**src/rtl/axi_xbar.sv**
```systemverilog
// 1-master / 2-slave AXI4 address-decoding crossbar.
//   Slave 0: main memory window [MEM_BASE, MEM_BASE+MEM_SIZE)
//   Slave 1: MMIO device window [DEV_BASE, DEV_BASE+DEV_SIZE)
//   Anything else is answered internally with DECERR (resp 2'b11).
// Ports:
//   clk, rst            clock; asynchronous active-high reset
//   m_ar*/m_r*          upstream read address / read data channels
//   m_aw*/m_w*/m_b*     upstream write address / write data / response channels
//   s0_*, s1_*          full AXI channel set per slave, directions mirrored
// Read and write paths are independent FSMs, each with one transaction in flight.
module axi_xbar #(
  parameter logic [31:0] MEM_BASE = 32'h8000_0000,
  parameter logic [31:0] MEM_SIZE = 32'h0800_0000,
  parameter logic [31:0] DEV_BASE = 32'ha000_0000,
  parameter logic [31:0] DEV_SIZE = 32'h0100_0000
) (
  input  logic        clk,
  input  logic        rst,
  // upstream
  input  logic        m_arvalid,
  output logic        m_arready,
  input  logic [31:0] m_araddr,
  input  logic [3:0]  m_arid,
  input  logic [7:0]  m_arlen,
  input  logic [2:0]  m_arsize,
  input  logic [1:0]  m_arburst,
  output logic        m_rvalid,
  input  logic        m_rready,
  output logic [31:0] m_rdata,
  output logic [1:0]  m_rresp,
  output logic [3:0]  m_rid,
  output logic        m_rlast,
  input  logic        m_awvalid,
  output logic        m_awready,
  input  logic [31:0] m_awaddr,
  input  logic [3:0]  m_awid,
  input  logic [7:0]  m_awlen,
  input  logic [2:0]  m_awsize,
  input  logic [1:0]  m_awburst,
  input  logic        m_wvalid,
  output logic        m_wready,
  input  logic [31:0] m_wdata,
  input  logic [3:0]  m_wstrb,
  input  logic        m_wlast,
  output logic        m_bvalid,
  input  logic        m_bready,
  output logic [1:0]  m_bresp,
  output logic [3:0]  m_bid,
  // slave 0 (memory)
  output logic        s0_arvalid,
  input  logic        s0_arready,
  output logic [31:0] s0_araddr,
  output logic [3:0]  s0_arid,
  output logic [7:0]  s0_arlen,
  output logic [2:0]  s0_arsize,
  output logic [1:0]  s0_arburst,
  input  logic        s0_rvalid,
  output logic        s0_rready,
  input  logic [31:0] s0_rdata,
  input  logic [1:0]  s0_rresp,
  input  logic [3:0]  s0_rid,
  input  logic        s0_rlast,
  output logic        s0_awvalid,
  input  logic        s0_awready,
  output logic [31:0] s0_awaddr,
  output logic [3:0]  s0_awid,
  output logic [7:0]  s0_awlen,
  output logic [2:0]  s0_awsize,
  output logic [1:0]  s0_awburst,
  output logic        s0_wvalid,
  input  logic        s0_wready,
  output logic [31:0] s0_wdata,
  output logic [3:0]  s0_wstrb,
  output logic        s0_wlast,
  input  logic        s0_bvalid,
  output logic        s0_bready,
  input  logic [1:0]  s0_bresp,
  input  logic [3:0]  s0_bid,
  // slave 1 (device bus)
  output logic        s1_arvalid,
  input  logic        s1_arready,
  output logic [31:0] s1_araddr,
  output logic [3:0]  s1_arid,
  output logic [7:0]  s1_arlen,
  output logic [2:0]  s1_arsize,
  output logic [1:0]  s1_arburst,
  input  logic        s1_rvalid,
  output logic        s1_rready,
  input  logic [31:0] s1_rdata,
  input  logic [1:0]  s1_rresp,
  input  logic [3:0]  s1_rid,
  input  logic        s1_rlast,
  output logic        s1_awvalid,
  input  logic        s1_awready,
  output logic [31:0] s1_awaddr,
  output logic [3:0]  s1_awid,
  output logic [7:0]  s1_awlen,
  output logic [2:0]  s1_awsize,
  output logic [1:0]  s1_awburst,
  output logic        s1_wvalid,
  input  logic        s1_wready,
  output logic [31:0] s1_wdata,
  output logic [3:0]  s1_wstrb,
  output logic        s1_wlast,
  input  logic        s1_bvalid,
  output logic        s1_bready,
  input  logic [1:0]  s1_bresp,
  input  logic [3:0]  s1_bid
);

  typedef enum logic [1:0] {TgtS0, TgtS1, TgtErr} tgt_e;
  typedef enum logic [1:0] {RIdle, RAddr, RData, RErr} rstate_e;
  typedef enum logic [1:0] {WIdle, WAddr, WResp} wstate_e;

  // Offset compare handles wrap-around: one unsigned subtract per window.
  function automatic tgt_e decode(input logic [31:0] addr);
    logic [31:0] off0, off1;
    off0 = addr - MEM_BASE;
    off1 = addr - DEV_BASE;
    if (off0 < MEM_SIZE) return TgtS0;
    if (off1 < DEV_SIZE) return TgtS1;
    return TgtErr;
  endfunction

  rstate_e     rstate_q, rstate_d;
  tgt_e        rsel_q, rsel_d;
  logic [3:0]  rid_q, rid_d;
  logic [7:0]  rcnt_q, rcnt_d;
  wstate_e     wstate_q, wstate_d;
  tgt_e        wsel_q, wsel_d;
  logic [3:0]  bid_q, bid_d;
  logic        aw_done_q, aw_done_d, w_done_q, w_done_d;

  always_ff @(posedge clk or posedge rst) begin
    if (rst) begin
      rstate_q  <= RIdle;
      rsel_q    <= TgtS0;
      rid_q     <= '0;
      rcnt_q    <= '0;
      wstate_q  <= WIdle;
      wsel_q    <= TgtS0;
      bid_q     <= '0;
      aw_done_q <= 1'b0;
      w_done_q  <= 1'b0;
    end else begin
      rstate_q  <= rstate_d;
      rsel_q    <= rsel_d;
      rid_q     <= rid_d;
      rcnt_q    <= rcnt_d;
      wstate_q  <= wstate_d;
      wsel_q    <= wsel_d;
      bid_q     <= bid_d;
      aw_done_q <= aw_done_d;
      w_done_q  <= w_done_d;
    end
  end

  // ---------------- read path ----------------
  logic ar_to0, ar_to1, r_to0, r_to1;
  assign ar_to0 = (rstate_q == RAddr) && (rsel_q == TgtS0);
  assign ar_to1 = (rstate_q == RAddr) && (rsel_q == TgtS1);
  assign r_to0  = (rstate_q == RData) && (rsel_q == TgtS0);
  assign r_to1  = (rstate_q == RData) && (rsel_q == TgtS1);

  assign s0_arvalid = ar_to0 & m_arvalid;
  assign s0_araddr  = ar_to0 ? m_araddr  : '0;
  assign s0_arid    = ar_to0 ? m_arid    : '0;
  assign s0_arlen   = ar_to0 ? m_arlen   : '0;
  assign s0_arsize  = ar_to0 ? m_arsize  : '0;
  assign s0_arburst = ar_to0 ? m_arburst : '0;
  assign s0_rready  = r_to0 & m_rready;
  assign s1_arvalid = ar_to1 & m_arvalid;
  assign s1_araddr  = ar_to1 ? m_araddr  : '0;
  assign s1_arid    = ar_to1 ? m_arid    : '0;
  assign s1_arlen   = ar_to1 ? m_arlen   : '0;
  assign s1_arsize  = ar_to1 ? m_arsize  : '0;
  assign s1_arburst = ar_to1 ? m_arburst : '0;
  assign s1_rready  = r_to1 & m_rready;

  always_comb begin
    m_arready = 1'b0;
    m_rvalid  = 1'b0;
    m_rdata   = '0;
    m_rresp   = '0;
    m_rid     = '0;
    m_rlast   = 1'b0;
    unique case (rstate_q)
      RAddr: begin
        unique case (rsel_q)
          TgtS0:   m_arready = s0_arready;
          TgtS1:   m_arready = s1_arready;
          default: m_arready = 1'b1;
        endcase
      end
      RData: begin
        if (rsel_q == TgtS0) begin
          m_rvalid = s0_rvalid;
          m_rdata  = s0_rdata;
          m_rresp  = s0_rresp;
          m_rid    = s0_rid;
          m_rlast  = s0_rlast;
        end else if (rsel_q == TgtS1) begin
          m_rvalid = s1_rvalid;
          m_rdata  = s1_rdata;
          m_rresp  = s1_rresp;
          m_rid    = s1_rid;
          m_rlast  = s1_rlast;
        end
      end
      RErr: begin
        m_rvalid = 1'b1;
        m_rresp  = 2'b11;
        m_rid    = rid_q;
        m_rlast  = (rcnt_q == 8'd0);
      end
      default: ;
    endcase
  end

  always_comb begin
    rstate_d = rstate_q;
    rsel_d   = rsel_q;
    rid_d    = rid_q;
    rcnt_d   = rcnt_q;
    unique case (rstate_q)
      RIdle: begin
        if (m_arvalid) begin
          rsel_d   = decode(m_araddr);
          rstate_d = RAddr;
        end
      end
      RAddr: begin
        if (m_arvalid && m_arready) begin
          if (rsel_q == TgtErr) begin
            rid_d    = m_arid;
            rcnt_d   = m_arlen;
            rstate_d = RErr;
          end else begin
            rstate_d = RData;
          end
        end
      end
      RData: begin
        if (m_rvalid && m_rready && m_rlast) rstate_d = RIdle;
      end
      RErr: begin
        if (m_rready) begin
          if (rcnt_q == 8'd0) rstate_d = RIdle;
          else                rcnt_d   = rcnt_q - 8'd1;
        end
      end
      default: rstate_d = RIdle;
    endcase
  end

  // ---------------- write path ----------------
  logic aw_to0, aw_to1, w_to0, w_to1, b_to0, b_to1;
  assign aw_to0 = (wstate_q == WAddr) && (wsel_q == TgtS0) && !aw_done_q;
  assign aw_to1 = (wstate_q == WAddr) && (wsel_q == TgtS1) && !aw_done_q;
  assign w_to0  = (wstate_q == WAddr) && (wsel_q == TgtS0) && !w_done_q;
  assign w_to1  = (wstate_q == WAddr) && (wsel_q == TgtS1) && !w_done_q;
  assign b_to0  = (wstate_q == WResp) && (wsel_q == TgtS0);
  assign b_to1  = (wstate_q == WResp) && (wsel_q == TgtS1);

  assign s0_awvalid = aw_to0 & m_awvalid;
  assign s0_awaddr  = aw_to0 ? m_awaddr  : '0;
  assign s0_awid    = aw_to0 ? m_awid    : '0;
  assign s0_awlen   = aw_to0 ? m_awlen   : '0;
  assign s0_awsize  = aw_to0 ? m_awsize  : '0;
  assign s0_awburst = aw_to0 ? m_awburst : '0;
  assign s0_wvalid  = w_to0 & m_wvalid;
  assign s0_wdata   = w_to0 ? m_wdata : '0;
  assign s0_wstrb   = w_to0 ? m_wstrb : '0;
  assign s0_wlast   = w_to0 & m_wlast;
  assign s0_bready  = b_to0 & m_bready;
  assign s1_awvalid = aw_to1 & m_awvalid;
  assign s1_awaddr  = aw_to1 ? m_awaddr  : '0;
  assign s1_awid    = aw_to1 ? m_awid    : '0;
  assign s1_awlen   = aw_to1 ? m_awlen   : '0;
  assign s1_awsize  = aw_to1 ? m_awsize  : '0;
  assign s1_awburst = aw_to1 ? m_awburst : '0;
  assign s1_wvalid  = w_to1 & m_wvalid;
  assign s1_wdata   = w_to1 ? m_wdata : '0;
  assign s1_wstrb   = w_to1 ? m_wstrb : '0;
  assign s1_wlast   = w_to1 & m_wlast;
  assign s1_bready  = b_to1 & m_bready;

  always_comb begin
    m_awready = 1'b0;
    m_wready  = 1'b0;
    m_bvalid  = 1'b0;
    m_bresp   = '0;
    m_bid     = '0;
    if (wstate_q == WAddr) begin
      unique case (wsel_q)
        TgtS0: begin
          m_awready = s0_awready & ~aw_done_q;
          m_wready  = s0_wready & ~w_done_q;
        end
        TgtS1: begin
          m_awready = s1_awready & ~aw_done_q;
          m_wready  = s1_wready & ~w_done_q;
        end
        default: begin
          // Decode-error sink: take AW and all W beats unconditionally.
          m_awready = ~aw_done_q;
          m_wready  = ~w_done_q;
        end
      endcase
    end else if (wstate_q == WResp) begin
      unique case (wsel_q)
        TgtS0: begin
          m_bvalid = s0_bvalid;
          m_bresp  = s0_bresp;
          m_bid    = s0_bid;
        end
        TgtS1: begin
          m_bvalid = s1_bvalid;
          m_bresp  = s1_bresp;
          m_bid    = s1_bid;
        end
        default: begin
          m_bvalid = 1'b1;
          m_bresp  = 2'b11;
          m_bid    = bid_q;
        end
      endcase
    end
  end

  always_comb begin
    wstate_d  = wstate_q;
    wsel_d    = wsel_q;
    bid_d     = bid_q;
    aw_done_d = aw_done_q;
    w_done_d  = w_done_q;
    unique case (wstate_q)
      WIdle: begin
        if (m_awvalid) begin
          wsel_d    = decode(m_awaddr);
          aw_done_d = 1'b0;
          w_done_d  = 1'b0;
          wstate_d  = WAddr;
        end
      end
      WAddr: begin
        if (m_awvalid && m_awready) begin
          aw_done_d = 1'b1;
          bid_d     = m_awid;
        end
        if (m_wvalid && m_wready && m_wlast) w_done_d = 1'b1;
        if (aw_done_q && w_done_q) wstate_d = WResp;
      end
      WResp: begin
        if (m_bvalid && m_bready) wstate_d = WIdle;
      end
      default: wstate_d = WIdle;
    endcase
  end

endmodule

```
**config.mk**
```make
export PLATFORM = sky130hd
export DESIGN_NAME = axi_xbar
export DESIGN_NICKNAME = d
export VERILOG_FILES = /design/src/rtl/axi_xbar.sv
export SDC_FILE = /design/constraint.sdc
export NUM_CORES = 1
export LEC_CHECK = 0
export BUFFER_PORTS_ARGS = -buffer_cell sky130_fd_sc_hd__buf_2
export CAP_MARGIN = 20
export CORE_AREA = 2 2 224 226
export DETAILED_ROUTE_END_ITERATION = 7
export DIE_AREA = 0 0 226 228
export GPL_TIMING_DRIVEN = 0
export SYNTH_ARGS = -nofsm -noshare
export SYNTH_HDL_FRONTEND = slang
export SYNTH_SLANG_ARGS = --single-unit
```
**constraint.sdc**
```tcl
create_clock -name clk -period 2.1 [get_ports clk]
set_input_delay 0.21 -clock clk [delete_from_list [all_inputs] [get_ports clk]]
set_output_delay 0.21 -clock clk [all_outputs]
set_load 0.005 [all_outputs]
```
# ---- Word-level counts from Yosys, hierarchy flattened
# Cells that the tools add are included.
dict set report word_totals {
  elab_cells 191
  output_inout_bits 330
  inputBits 242
  register_bits 26
}
dict set report op_classes {
  n_bitwise 18
  n_eq_ne 20
  muxes 97
  n_addsub 5
  n_reduce_logical 38
  magnitude_cmp 4
}
# operator n
set ops {}
lappend ops {{$mux 32} 9}
lappend ops {{$sub 32x32->32 const B} 4}
lappend ops {{$lt 32x25->1 const B} 2}
lappend ops {{$lt 32x28->1 const B} 2}
lappend ops {{$mux 8} 8}
lappend ops {{$mux 2} 24}
lappend ops {{$mux 4} 10}
lappend ops {{$mux 1} 27}
lappend ops {{$logic_and 1x1->1} 20}
lappend ops {{$and 1x1->1} 16}
lappend ops {{$pmux 1 s2} 8}
lappend ops {{$pmux 4 s2} 2}
lappend ops {{$pmux 8 s2} 1}
lappend ops {{$ne 2x1->1 const B} 7}
lappend ops {{$mux 3} 4}
lappend ops {{$reduce_and 3->1} 4}
lappend ops {{$ne 2x2->1 const B} 5}
lappend ops {{$reduce_and 5->1} 2}
lappend ops {{$eq 2x1->1 const B} 4}
lappend ops {{$eq 2x2->1 const B} 4}
lappend ops {{$logic_not 2->1} 4}
lappend ops {{$logic_not 8->1} 1}
lappend ops {{$pmux 2 s2} 2}
lappend ops {{$pmux 2 s4} 1}
lappend ops {{6 further kinds} 11}

# ---- Depth between registers and ports, before layout
# Gate-level depths: netlist (run 1).
dict set report depth {
  depth_word 10
  mapped_depth 7
  mapped_depth_nobuf 6
}

# ---- Least setup slack after synthesis (run 1)
# OpenSTA, ideal clock, no wires.
dict set report synth_timing {
  path_type {register -> register}
  startpoint {register rcnt_q[0]}
  endpoint {register rcnt_q[1]}
  setup_slack_ps 301
  t_arrival_ps 1674
  required_ps 1975
  n_path_buf 0
  period_less_slack_ps 1799
  path_stages_with_launch 7
  setup_ps 125
  path_cell_list {dfrtp_1 inv_1 ha_1 nor3b_1 a21oi_2 nor2_2 mux2_2}
}
dict set report synth_via {
  elab_chain_len 4
  word_cells_on_any_way 7
  cone_classes {1 x add/sub; 1 x eq/ne; 3 x mux; 2 x reduce/logical}
}
# element line
set synth_lines {}
lappend synth_lines {{start: declaration} 128} ;# logic [7:0] rcnt_q, rcnt_d;
lappend synth_lines {{start signal: assignment} 149} ;# rcnt_q <= rcnt_d;
lappend synth_lines {{$sub 8x1->8} 249} ;# else rcnt_d = rcnt_q - 8'd1;
lappend synth_lines {{$mux 8} 248} ;# if (rcnt_q == 8'd0) rstate_d = RIdle;
lappend synth_lines {{$mux 8} 247} ;# if (m_rready) begin
lappend synth_lines {{$pmux 8 s2} 225} ;# unique case (rstate_q)
# Several ways; a longest one is shown, not always the timed one. The select of a mux whose other input is x is not followed.
# A chain may end at the register's enable or synchronous reset.

# ---- Worst setup path in the final report (run 1)
dict set report layout_timing {
  startpoint {register wstate_q[1]}
  endpoint {output s0_awsize[2]}
}
dict set report layout_via {
  elab_chain_len 4
}
# element line
set layout_lines {}
lappend layout_lines {{start: declaration} 129} ;# wstate_e wstate_q, wstate_d;
lappend layout_lines {{start signal: assignment} 140} ;# wstate_q <= WIdle;
lappend layout_lines {{start signal: assignment} 150} ;# wstate_q <= wstate_d;
lappend layout_lines {{$eq 2x1->1} 258} ;# assign aw_to0 = (wstate_q == WAddr) && (wsel_q == TgtS0) && !aw_done_q;
lappend layout_lines {{$logic_and 1x1->1 (2 in a row)} 258}
lappend layout_lines {{$mux 3} 269} ;# assign s0_awsize = aw_to0 ? m_awsize : '0;
lappend layout_lines {{end: declaration} 68} ;# output logic [2:0] s0_awsize,
# Every way passes these cells.

==> results of run 1 <==
[cell families (layout without fill, tap and decap cells)]
family | count (synthesis) | count (layout) | synth area share, %
buffers and inverters | 60 | 663 | 5.84
multiplexers | 52 | 52 | 12.5
adder cells (fa/ha/maj) | 4 | 4 | 1.18
flip-flops | 26 | 26 | 15.3
other | 0 | 2 | 0
XOR/XNOR | 2 | 2 | 0.413
AND/OR/NAND/NOR | 418 | 418 | 56.5
AO/OA/AOI/OAI | 54 | 54 | 8.26
[registers in the layout, indices dropped and copies added, names as in the netlist]
signal     count
rcnt_q         8
bid_q          4
rid_q          4
rsel_q         2
rstate_q       2
wsel_q         2
wstate_q       2
aw_done_q      1
w_done_q       1
[worst max-delay path by stage]
stage | from | endpoint | slack, ps | depth (start not counted)
finish | wstate_q[1]$_DFFE_PP0P_ | s0_awsize[2] | -30 | 6
global route | wstate_q[1]$_DFFE_PP0P_ | s0_awaddr[1] | -100 | 6
CTS | wstate_q[1]$_DFFE_PP0P_ | s0_wdata[19] | -150 | 7
detailed placement | wstate_q[1]$_DFFE_PP0P_ | s0_awaddr[25] | -320 | 7
global placement | wstate_q[1]$_DFFE_PP0P_ | s0_awaddr[25] | -330 | 7
floorplan | rcnt_q[0]$_DFFE_PP0P_ | rcnt_q[1]$_DFFE_PP0P_ | 300 | 6
[power by group through the flow]
stage | clock [mW] | sequential [mW] | combinational (mW)
2_1_floorplan | 0 | 0.874 | 2.04
3_3_place_gp | 0 | 0.916 | 3.84
3_5_place_dp | 0 | 0.917 | 3.84
4_1_cts | 0.659 | 0.947 | 4.58
5_1_grt | 0.676 | 0.990 | 5.91
6_report | 0.622 | 0.957 | 5.49
[worst max-delay path: stages, from the launching register on]
cell	delay, ps
dfrtp_1	420
or3b_4	440
nor3_4	220
buf_6	190
buf_6	140
and2_4	140
buf_6	80
[area by class of cell]
| type | instances | area, um^2 | share of cell area [%] |
|---|---|---|---|
| repair buffers | 605 | 3780 | 39.9 |
| multi-input cells | 530 | 3660 | 38.5 |
| well taps | 672 | 841 | 8.86 |
| flip-flops and latches | 26 | 656 | 6.91 |
| plain buffers | 41 | 390 | 4.11 |
| clock buffers | 3 | 75.1 | 0.791 |
| inverters | 13 | 51.3 | 0.541 |
| clock inverters | 1 | 30.0 | 0.316 |
| diodes | 2 | 5.00 | 0.0527 |
[Yosys cell counts, drive strengths merged (9+ instances only)]
| master | instances |
|---|---|
| and2 | 273 |
| nand3 | 9 |
| nand2 | 36 |
| nor2 | 58 |
| nor3 | 10 |
| clkbuf | 34 |
| inv | 13 |
| dfrtp | 26 |
| o21ai | 11 |
| mux2i | 44 |
| a21oi | 19 |
| buf | 13 |
[through the flow]
stage               setup WS [ps]  instance area (um^2)  TNS (ps)
floorplan                     301                  4240         0
global placement             -325                  7940    -34140
detailed placement           -315                  7970    -33150
CTS                          -146                  8750     -7480
global route                 -103                  9490     -5100
finish                      -25.4                  9490      -410
[repair_timing]
action                     in CTS  in global routing
hold buffers                    1                  0
setup endpoints to repair     322                286
resized for setup             136                185
buffers inserted               14                  8
hold endpoints to repair        8                  0
pin swaps                      46                 45
cloned                          9                  2
[routing by layer]
metal	part of all wire (%)	routed length, um
met1	42	11500
met2	49	13200
met3	5.8	1570
met4	3.6	987
met5	0	0
[cells in the final DEF, fill, tap and decap left out, types with 2 or more instances in the layout]
cell,netlist,layout
o2bb2ai_1,3,3
nor3b_1,3,2
nand2b_1,3,2
buf_4,0,23
nor4_1,4,3
ha_1,4,4
nand3_1,9,8
inv_2,1,3
nand2_1,36,36
nor2_4,0,3
a21oi_2,2,2
buf_8,0,19
a211oi_1,2,2
buf_12,0,2
buf_6,0,97
and2_4,0,85
nor3_1,9,6
dfrtp_2,0,4
and2_1,273,188
nor2_2,2,2
mux2i_1,44,44
nor2b_1,6,5
o22ai_1,4,4
diode_2,0,2
o41ai_1,3,3
mux2_1,4,4
a31oi_1,2,2
mux2_2,4,4
buf_2,11,488
clkbuf_16,0,4
clkbuf_2,7,9
clkbuf_4,0,4
nor3_4,0,3
inv_1,12,9
dfrtp_1,26,22
and3b_1,2,2
nor2_1,56,53
and3_1,8,7
o21ai_0,11,11
a21oi_1,17,17
==> results.py, run 1 <==
metrics = {
    "logic_synthesis": {
        "ys_ff_latch": 26,
        "netlist_instances": 616,
        "ys_warn_count": 0,
        "netlist_area_um2": 4240,
        "postSynthAreaPerCell_um2": 6.89,
        "synth_enable_flop_cells": 0,
        "synth_top_cell_by_area": "and2_1",
        "synthFlopType": "dfrtp_1",
        "syn-num-nets": 862,
        "synth_top_cell_area_share_pct": 40.3,
        "synthArstFlopShare_pct": 100,
        "synth_area_leaders": "and2_1 40%, dfrtp_1 15%, mux2i_1 10%",
        "yosysSeqAreaShare_pct": 15.3,
        "synth.distinct_cells": 50,
    },
    "power": {
        "comb_power_share_pct": 77.7,
        "p_switching_mw": 3.05,
        "p_sw_share_pct": 43.1,
        "total_power_mw": 7.07,
        "vdd.ir_drop.worst_mv": 0.291,
        "power.internal_mw": 4.03,
        "p_per_area_nw_per_um2": 745,
        "p_leak_nw": 5.18,
        "p_clk_share_pct": 8.8,
        "p_seq_share_pct": 13.5,
    },
    "worst_hold_path": {
        "hold_start": "m_arid[2]",
        "min_to": "rid_q[2]$_DFFE_PP0P_",
        "hold_path_class": "input port to flop",
        "hold_depth": 3,
    },
    "global_route": {
        "gr-usage-met3_pct": 0.979,
        "gr-total-overflow": 0,
        "antenna_found_initial": 3,
        "gr-usage-met1_pct": 11.7,
        "grt_usage_pct": 9.22,
        "grt_pass1_wl_um": 35600,
        "grt_pass1_vias": 5819,
        "gr-usage-met2_pct": 16.0,
        "grt_max_degree": 19,
        "grt_busiest_layer": "met2",
    },
    "sta": {
        "clock_skew_ps": 10.2,
        "setup_ws_ps": -25.4,
        "hold_violations": 0,
        "period_share_pct": 101,
        "fmax_mhz": 470,
        "min_period_ps": 2130,
        "whs_ps": 134,
        "setup_violations": 34,
        "slew_violations": 0,
        "rsz0062_at_grt": "true",
        "relSlewSlack_pct": 63.1,
        "worstMarginPinSlew_ps": 553,
    },
    "cells_and_area": {
        "final_nets": 1466,
        "final_layout_size_suffix_gt1_share_pct": 62.8,
        "syn_to_final_growth_pct": 124,
        "nFillCells": 5579,
        "final_util_pct": 19.2,
        "final_cells": 1893,
    },
    "die": {
        "pin_count": 572,
        "rows": 82,
        "die-area_um2": 51500,
        "die_w_um": 226,
        "die_h_um": 228,
        "start_util_pct": 8.60,
        "core_um2": 49300,
    },
    "setup_path": {
        "path_class": "flop to output port",
        "arrival_ps": 1920,
        "crit_required_ps": 1890,
        "startpoint_type": "flop",
        "reg2reg_depth": 5,
        "r2r_setup_slack_ps": 200,
        "cp_max_fo": 7,
        "endpoint_kind": "output port",
        "r2r-end": "bid_q[1]$_DFFE_PP0P_",
        "r2r_start": "wstate_q[1]$_DFFE_PP0P_",
    },
    "drt": {
        "wire_per_inst_um": 14.4,
        "drc": 0,
        "routed_wl_um": 27300,
        "via_count": 6590,
        "via_per_inst": 3.48,
        "dr.first_iter.drc_count": 275,
        "first_pass_iters": 4,
        "ant_nets": 0,
    },
    "clock_network": {
        "cts.sinks": 26,
        "cts_buffer_depth": 2,
        "clk_pin_slew_ps": 90,
        "htree_num_levels": 1,
        "clock-root-buffer": "clkbuf_16",
        "numCtsBuffers": 3,
        "cts_tree": "done",
        "clk_latency_ps": 290,
    },
    "status": {
        "outcome": "finished, violations left",
        "failed_checks": "negative setup slack",
    },
    "placed_design": {
        "dp.cells": 1860,
        "gp_congestion": 0.870,
        "dp_hpwl_um": 22100,
        "port_buffers": 571,
    },
    "job": {
        "drv_cap": 0,
    },
}
Power figures use the tool's default switching activity.
==> inputs of run 2 (changes only) <==
--- a/config.mk
+++ b/config.mk
@@ -7,10 +7,14 @@
 export LEC_CHECK = 0
 export BUFFER_PORTS_ARGS = -buffer_cell sky130_fd_sc_hd__buf_2
 export CAP_MARGIN = 20
-export CORE_AREA = 2 2 224 226
+export CELL_PAD_IN_SITES_DETAIL_PLACEMENT = 1
+export CELL_PAD_IN_SITES_GLOBAL_PLACEMENT = 1
+export CORE_AREA = 2 2 223 225
 export DETAILED_ROUTE_END_ITERATION = 7
-export DIE_AREA = 0 0 226 228
+export DIE_AREA = 0 0 225 227
 export GPL_TIMING_DRIVEN = 0
+export PLACE_DENSITY_LB_ADDON = 0.1
+export RECOVER_POWER = 50
 export SYNTH_ARGS = -nofsm -noshare
 export SYNTH_HDL_FRONTEND = slang
 export SYNTH_SLANG_ARGS = --single-unit
==> run 2 against run 1 <==
The run ends with negative hold slack, negative setup slack left; first-iteration DRC count fell by 49%; clock skew fell by 7.6 ps; core utilization rose by 0.14 points; combinational power barely moved; global-route usage rose by 1.7 points; sequential power rose by 1%; clock power fell by 18%; fmax fell by 0.90%; largest power group unchanged; highest routed layer unchanged.
==> results.py, run 2 (same netlist as run 1, synthesis figures left out) <==
metrics = {
    "status": {
        "outcome": "finished, violations left",
        "failed_checks": "negative hold slack, negative setup slack",
    },
    "cells_and_area": {
        "final_common_cell": "buf_2",
        "regArea_um2": 656,
        "final_cell_mix": "504 x buf_2, 198 x and2_1, 81 x buf_6",
        "top_regs": "rcnt_q: 8 flops, bid_q: 4 flops, rid_q: 4 flops",
        "multi_input_area_um2": 3630,
        "syn_to_final_growth_pct": 122,
        "nFillCells": 5963,
        "final_util_pct": 19.4,
        "largest_register_ffs": 8,
        "stdcell_area_um2": 9400,
        "regMostFlops": "rcnt_q",
        "final_layout_size_suffix_gt1_share_pct": 62.0,
        "final_nets": 1476,
    },
    "drt": {
        "drc": 0,
        "wire_per_inst_um": 17.0,
        "via_per_inst": 3.56,
        "ant_nets": 0,
        "first_pass_iters": 4,
        "via_count": 6600,
        "dr.first_iter.drc_count": 140,
        "routed_wl_um": 31500,
    },
    "die": {
        "die_h_um": 227,
        "die-area_um2": 51100,
        "core_um2": 48500,
        "die_w_um": 225,
        "rows": 81,
        "start_util_pct": 8.74,
        "pin_count": 572,
    },
    "sta": {
        "worstMarginPinSlew_ps": 1090,
        "slew_violations": 0,
        "min_period_ps": 2140,
        "relSlewSlack_pct": 27.3,
        "period_share_pct": 102,
        "setup_violations": 67,
        "fmax_mhz": 466,
        "clock_skew_ps": 2.62,
        "rsz0062_at_grt": "true",
        "hold_violations": 10,
        "whs_ps": -62.3,
        "setup_ws_ps": -44.7,
    },
    "global_route": {
        "grt_max_degree": 17,
        "antenna_found_initial": 2,
        "grt_pass1_wl_um": 42500,
        "gr-total-overflow": 0,
        "grt_usage_pct": 10.9,
        "grt_pass1_vias": 6531,
    },
    "setup_path": {
        "crit_required_ps": 1890,
        "startpoint_type": "flop",
        "arrival_ps": 1930,
        "cp_max_fo": 6,
        "endpoint_kind": "output port",
        "path_class": "flop to output port",
        "reg2reg_depth": 6,
    },
    "placed_design": {
        "gp_congestion": 0.741,
        "place_area_um2": 7910,
        "dp_hpwl_um": 26800,
        "port_buffers": 571,
    },
    "power": {
        "p_leak_nw": 5.20,
        "p_per_area_nw_per_um2": 744,
        "vdd.ir_drop.worst_mv": 0.301,
    },
    "clock_network": {
        "cts_tree": "done",
        "clock-root-buffer": "clkbuf_16",
        "clk_pin_slew_ps": 80,
        "cts.sinks": 26,
        "numCtsBuffers": 3,
        "cts_buffer_depth": 2,
        "ctsHoldBuffers": 0,
        "clk_latency_ps": 270,
        "htree_num_levels": 1,
    },
    "worst_hold_path": {
        "hold_path_class": "input port to asynchronous set/reset pin",
    },
    "job": {
        "drv_cap": 0,
    },
}
==> run 2: cell count changes in the layout (fill, tap and decap cells not counted), sizes merged <==
| cell | change |
|---|---|
| clkinvlp | +1 |
| dlygate4sd3 | -1 |
| diode | -1 |
| bufinv | -1 |
| buf | +4 |
| inv | -1 |
| clkbuf | +8 |
==> run 2: where the power goes <==
group | total, mW | internal, mW | leakage, nW | switching [mW]
sequential | 0.968 | 0.732 | 0.306 | 0.236
combinational | 5.52 | 2.92 | 4.85 | 2.60
clock | 0.507 | 0.293 | 0.0442 | 0.213
total | 7.00 | 3.94 | 5.20 | 3.05
==> run 2: per-layer routing <==
metal | GRT usage, % | up-vias | wire length [um]
li1 | - | 3224 | -
met1 | 13.0 | 3104 | 12500
met2 | 20.9 | 266 | 17000
met3 | 2.28 | 6 | 1850
met4 | 0.705 | 0 | 131
met5 | 0 | - | 0
==> run 2: through the flow <==
stage	setup slack, ps	hold slack (ps)	cells	TNS [ps]	total power, mW
2_1_floorplan	301	250	616	0	2.91
3_3_place_gp	-554	435	1809	-30390	5.01
3_5_place_dp	-527	313	1810	-30210	4.97
4_1_cts	-112	14.0	1828	-4910	6.20
5_1_grt	-143	-9.06	1852	-9480	7.66
6_report	-44.7	-62.3	1852	-1310	7.00
==> run 2: what timing repair did <==
action | 4_1_cts | 5_1_grt
setup buffers | 15 | 16
pin swaps | 20 | 54
hold endpoints to repair | 0 | 0
endpoints found under the setup margin | 322 | 269
cloned | 2 | 8
gates resized for setup | 105 | 178
==> run 2: layout make-up <==
cell class | count | share of cell area, %
Inverter | 13 | 0.585
Timing Repair Buffer | 613 | 40.0
Multi-Input combinational cell | 530 | 38.6
Antenna cell | 1 | 0.0266
Buffer | 43 | 4.55
Sequential cell | 26 | 6.97
Clock buffer | 4 | 0.945
Tap cell | 622 | 8.28
==> run 2: path summary, 6_finish.rpt <==
kind / start / endpoint / slack [ps]
hold reg to reg: rid_q[3]$_DFFE_PP0P_ / rid_q[3]$_DFFE_PP0P_ / 490
setup / recovery: wstate_q[1]$_DFFE_PP0P_ / s0_awaddr[22] / -40
setup reg to reg: rcnt_q[0]$_DFFE_PP0P_ / rcnt_q[1]$_DFFE_PP0P_ / 170
min in group clk: m_arid[2] / rid_q[2]$_DFFE_PP0P_ / 150
hold / removal: rst / bid_q[1]$_DFFE_PP0P_ / -60
max in group asynchronous: rst / rsel_q[1]$_DFFE_PP0P_ / 740
==> run 2: worst max-delay path, cell delays in order (launching register included) <==
cell and delay (ps):
dfrtp_1 410, or3b_1 370, buf_6 140, nor3_4 180, buf_6 190, clkbuf_16 150, and2_4 130, buf_6 90
==> inputs of run 3 (changes only) <==
--- a/config.mk
+++ b/config.mk
@@ -6,7 +6,6 @@
 export NUM_CORES = 1
 export LEC_CHECK = 0
 export BUFFER_PORTS_ARGS = -buffer_cell sky130_fd_sc_hd__buf_2
-export CAP_MARGIN = 20
 export CELL_PAD_IN_SITES_DETAIL_PLACEMENT = 1
 export CELL_PAD_IN_SITES_GLOBAL_PLACEMENT = 1
 export CORE_AREA = 2 2 223 225
@@ -15,6 +14,7 @@
 export GPL_TIMING_DRIVEN = 0
 export PLACE_DENSITY_LB_ADDON = 0.1
 export RECOVER_POWER = 50
+export SETUP_SLACK_MARGIN = 0.02
 export SYNTH_ARGS = -nofsm -noshare
 export SYNTH_HDL_FRONTEND = slang
 export SYNTH_SLANG_ARGS = --single-unit
==> run 3 against run 2 <==
The flow still finishes with violations (negative hold slack, negative setup slack); wire length up 0.54%; global-route usage up 0.058 points; sequential cell count unchanged; clock-buffer cell count unchanged; register-to-register slack about the same; fmax up 1.5%; via count down 0.27%; core utilization up 0.39 points.
==> results.py, run 3 (same netlist as run 1, synthesis figures left out) <==
metrics = {
    "sta": {
        "fmax_mhz": 473,
        "tns_ps": -79.4,
        "hold_violations": 9,
        "worstMarginPinSlew_ps": 1100,
        "slew_violations": 0,
        "min_period_ps": 2110,
        "period_share_pct": 101,
        "clock_skew_ps": 7.58,
        "relSlewSlack_pct": 26.7,
        "setup_ws_ps": -12.0,
        "setup_violations": 15,
        "whs_ps": -70.0,
        "rsz0062_at_grt": "true",
    },
    "die": {
        "die_w_um": 225,
        "die-area_um2": 51100,
        "die_h_um": 227,
        "core_um2": 48500,
        "pin_count": 572,
        "start_util_pct": 8.74,
        "rows": 81,
    },
    "drt": {
        "first_pass_iters": 4,
        "via_per_inst": 3.57,
        "ant_nets": 0,
        "routed_wl_um": 31700,
        "drc": 0,
        "via_count": 6582,
        "wire_per_inst_um": 17.2,
        "dr.first_iter.drc_count": 91,
    },
    "cells_and_area": {
        "final_cell_mix": "480 x buf_2, 178 x and2_1, 107 x buf_6",
        "largest_register_ffs": 8,
        "syn_to_final_growth_pct": 126,
        "top_regs": "rcnt_q: 8 flops, bid_q: 4 flops, rid_q: 4 flops",
        "final_common_cell": "buf_2",
        "stdcell_area_um2": 9590,
        "nFillCells": 5960,
        "final_nets": 1470,
        "final_layout_size_suffix_gt1_share_pct": 63.5,
        "regMostFlops": "rcnt_q",
    },
    "power": {
        "p_sw_share_pct": 44.5,
        "p_clk_share_pct": 7.5,
        "p_seq_share_pct": 14.8,
        "comb_power_share_pct": 77.7,
        "p_per_area_nw_per_um2": 696,
        "p_leak_nw": 5.21,
        "p_switching_mw": 2.97,
        "power.internal_mw": 3.71,
        "vdd.ir_drop.worst_mv": 0.296,
        "total_power_mw": 6.68,
    },
    "setup_path": {
        "arrival_ps": 1900,
        "critPathMostFrequentCell": "buf_6",
        "critPathSlowestCell": "dfrtp_1",
        "startpoint_type": "flop",
        "slowest_delay_ps": 410,
        "crit_start": "wstate_q[1]$_DFFE_PP0P_",
        "path_class": "flop to output port",
        "crit_required_ps": 1890,
        "cp_max_fo": 10,
        "crit_chain": "or3b_1 -> buf_6 -> nor3_4 -> buf_6 -> clkbuf_16 -> and2_4 -> buf_6",
        "r2r_start": "rcnt_q[0]$_DFFE_PP0P_",
        "endpoint_kind": "output port",
    },
    "global_route": {
        "grt_pass1_wl_um": 42700,
        "grt_usage_pct": 11.0,
        "grt_max_degree": 27,
        "antenna_found_initial": 2,
        "grt_pass1_vias": 6533,
        "gr-total-overflow": 0,
    },
    "clock_network": {
        "clk_pin_slew_ps": 70,
        "cts_buffer_depth": 2,
        "htree_num_levels": 1,
        "clk_latency_ps": 270,
        "cts.sinks": 26,
        "clock-root-buffer": "clkbuf_16",
        "cts_tree": "done",
        "numCtsBuffers": 3,
    },
    "worst_hold_path": {
        "hold_path_class": "input port to asynchronous set/reset pin",
    },
    "placed_design": {
        "dp_hpwl_um": 27000,
        "gp_congestion": 0.741,
        "port_buffers": 571,
        "place_area_um2": 7880,
        "place_ws_ps": -528,
    },
    "status": {
        "failed_checks": "negative hold slack, negative setup slack",
        "outcome": "finished, violations left",
    },
    "job": {
        "drv_cap": 0,
    },
}
[run 3: changes by cell type in the layout (fill, tap and decap cells not counted), moves of 11 or more]
cell and change:
buf_6 +26, buf_2 -24, and2_1 -20, and2_4 +20, buf_4 -11
[run 3: cell type report]
class                           count  area, um^2  share of cell area [%]
Antenna cell                        1        2.50                  0.0261
Buffer                             41         434                    4.53
Clock buffer                        4        88.8                   0.926
Inverter                           13        51.3                   0.535
Multi-Input combinational cell    530        3680                    38.4
Sequential cell                    26         657                    6.85
Tap cell                          622         778                    8.11
Timing Repair Buffer              609        3900                    40.7
[run 3: repair_timing]
item / CTS / global route
hold buffers: 0 / 0
gates cloned: 1 / 8
pin swaps: 12 / 85
endpoints found under the setup margin: 324 / 300
buffers inserted: 18 / 10
resized for setup: 108 / 223
[run 3: path summary, 6_finish.rpt]
path | to | slack [ps] | depth (start not counted)
setup / recovery | s0_awlen[3] | -10 | 7
hold / removal | bid_q[1]$_DFFE_PP0P_ | -70 | 2
setup reg to reg | rcnt_q[1]$_DFFE_PP0P_ | 180 | 6
hold reg to reg | rid_q[0]$_DFFE_PP0P_ | 500 | 2
max in group asynchronous | rsel_q[1]$_DFFE_PP0P_ | 750 | 3
min in group clk | rid_q[2]$_DFFE_PP0P_ | 150 | 3
[run 3: layer usage]
metal	wire [um]	vias to the layer above	share of wire [%]	global-route usage (%)
li1	-	3221	-	-
met1	12600	3089	40	13.2
met2	16900	263	53	20.7
met3	1990	9	6.3	2.52
met4	138	0	0.44	0.705
met5	0	-	0	0
[run 3: power by group through the flow]
| stage | sequential [mW] | clock (mW) | combinational [mW] |
|---|---|---|---|
| floorplan | 0.874 | 0 | 2.04 |
| global placement | 0.942 | 0 | 4.07 |
| global route | 1.03 | 0.556 | 5.75 |
| detailed placement | 0.937 | 0 | 4.03 |
| finish | 0.985 | 0.502 | 5.19 |
| CTS | 1.01 | 0.539 | 4.65 |
[run 3: worst max-delay path: cells and delay by family (launching register included)]
kind	cells	cell delay, ps
simple gates	3	690
flops	1	410
buf+inv	4	540
[run 3: metrics by stage]
stage | hold slack, ps | cells | utilization [%]
final | -70.0 | 1846 | 19.8
after global routing | -36.0 | 1845 | 19.8
after CTS | 150 | 1829 | 17.4
after detailed placement | 440 | 1809 | 16.2
after global placement | 435 | 1809 | 16.2
after floorplan | 250 | 616 | -
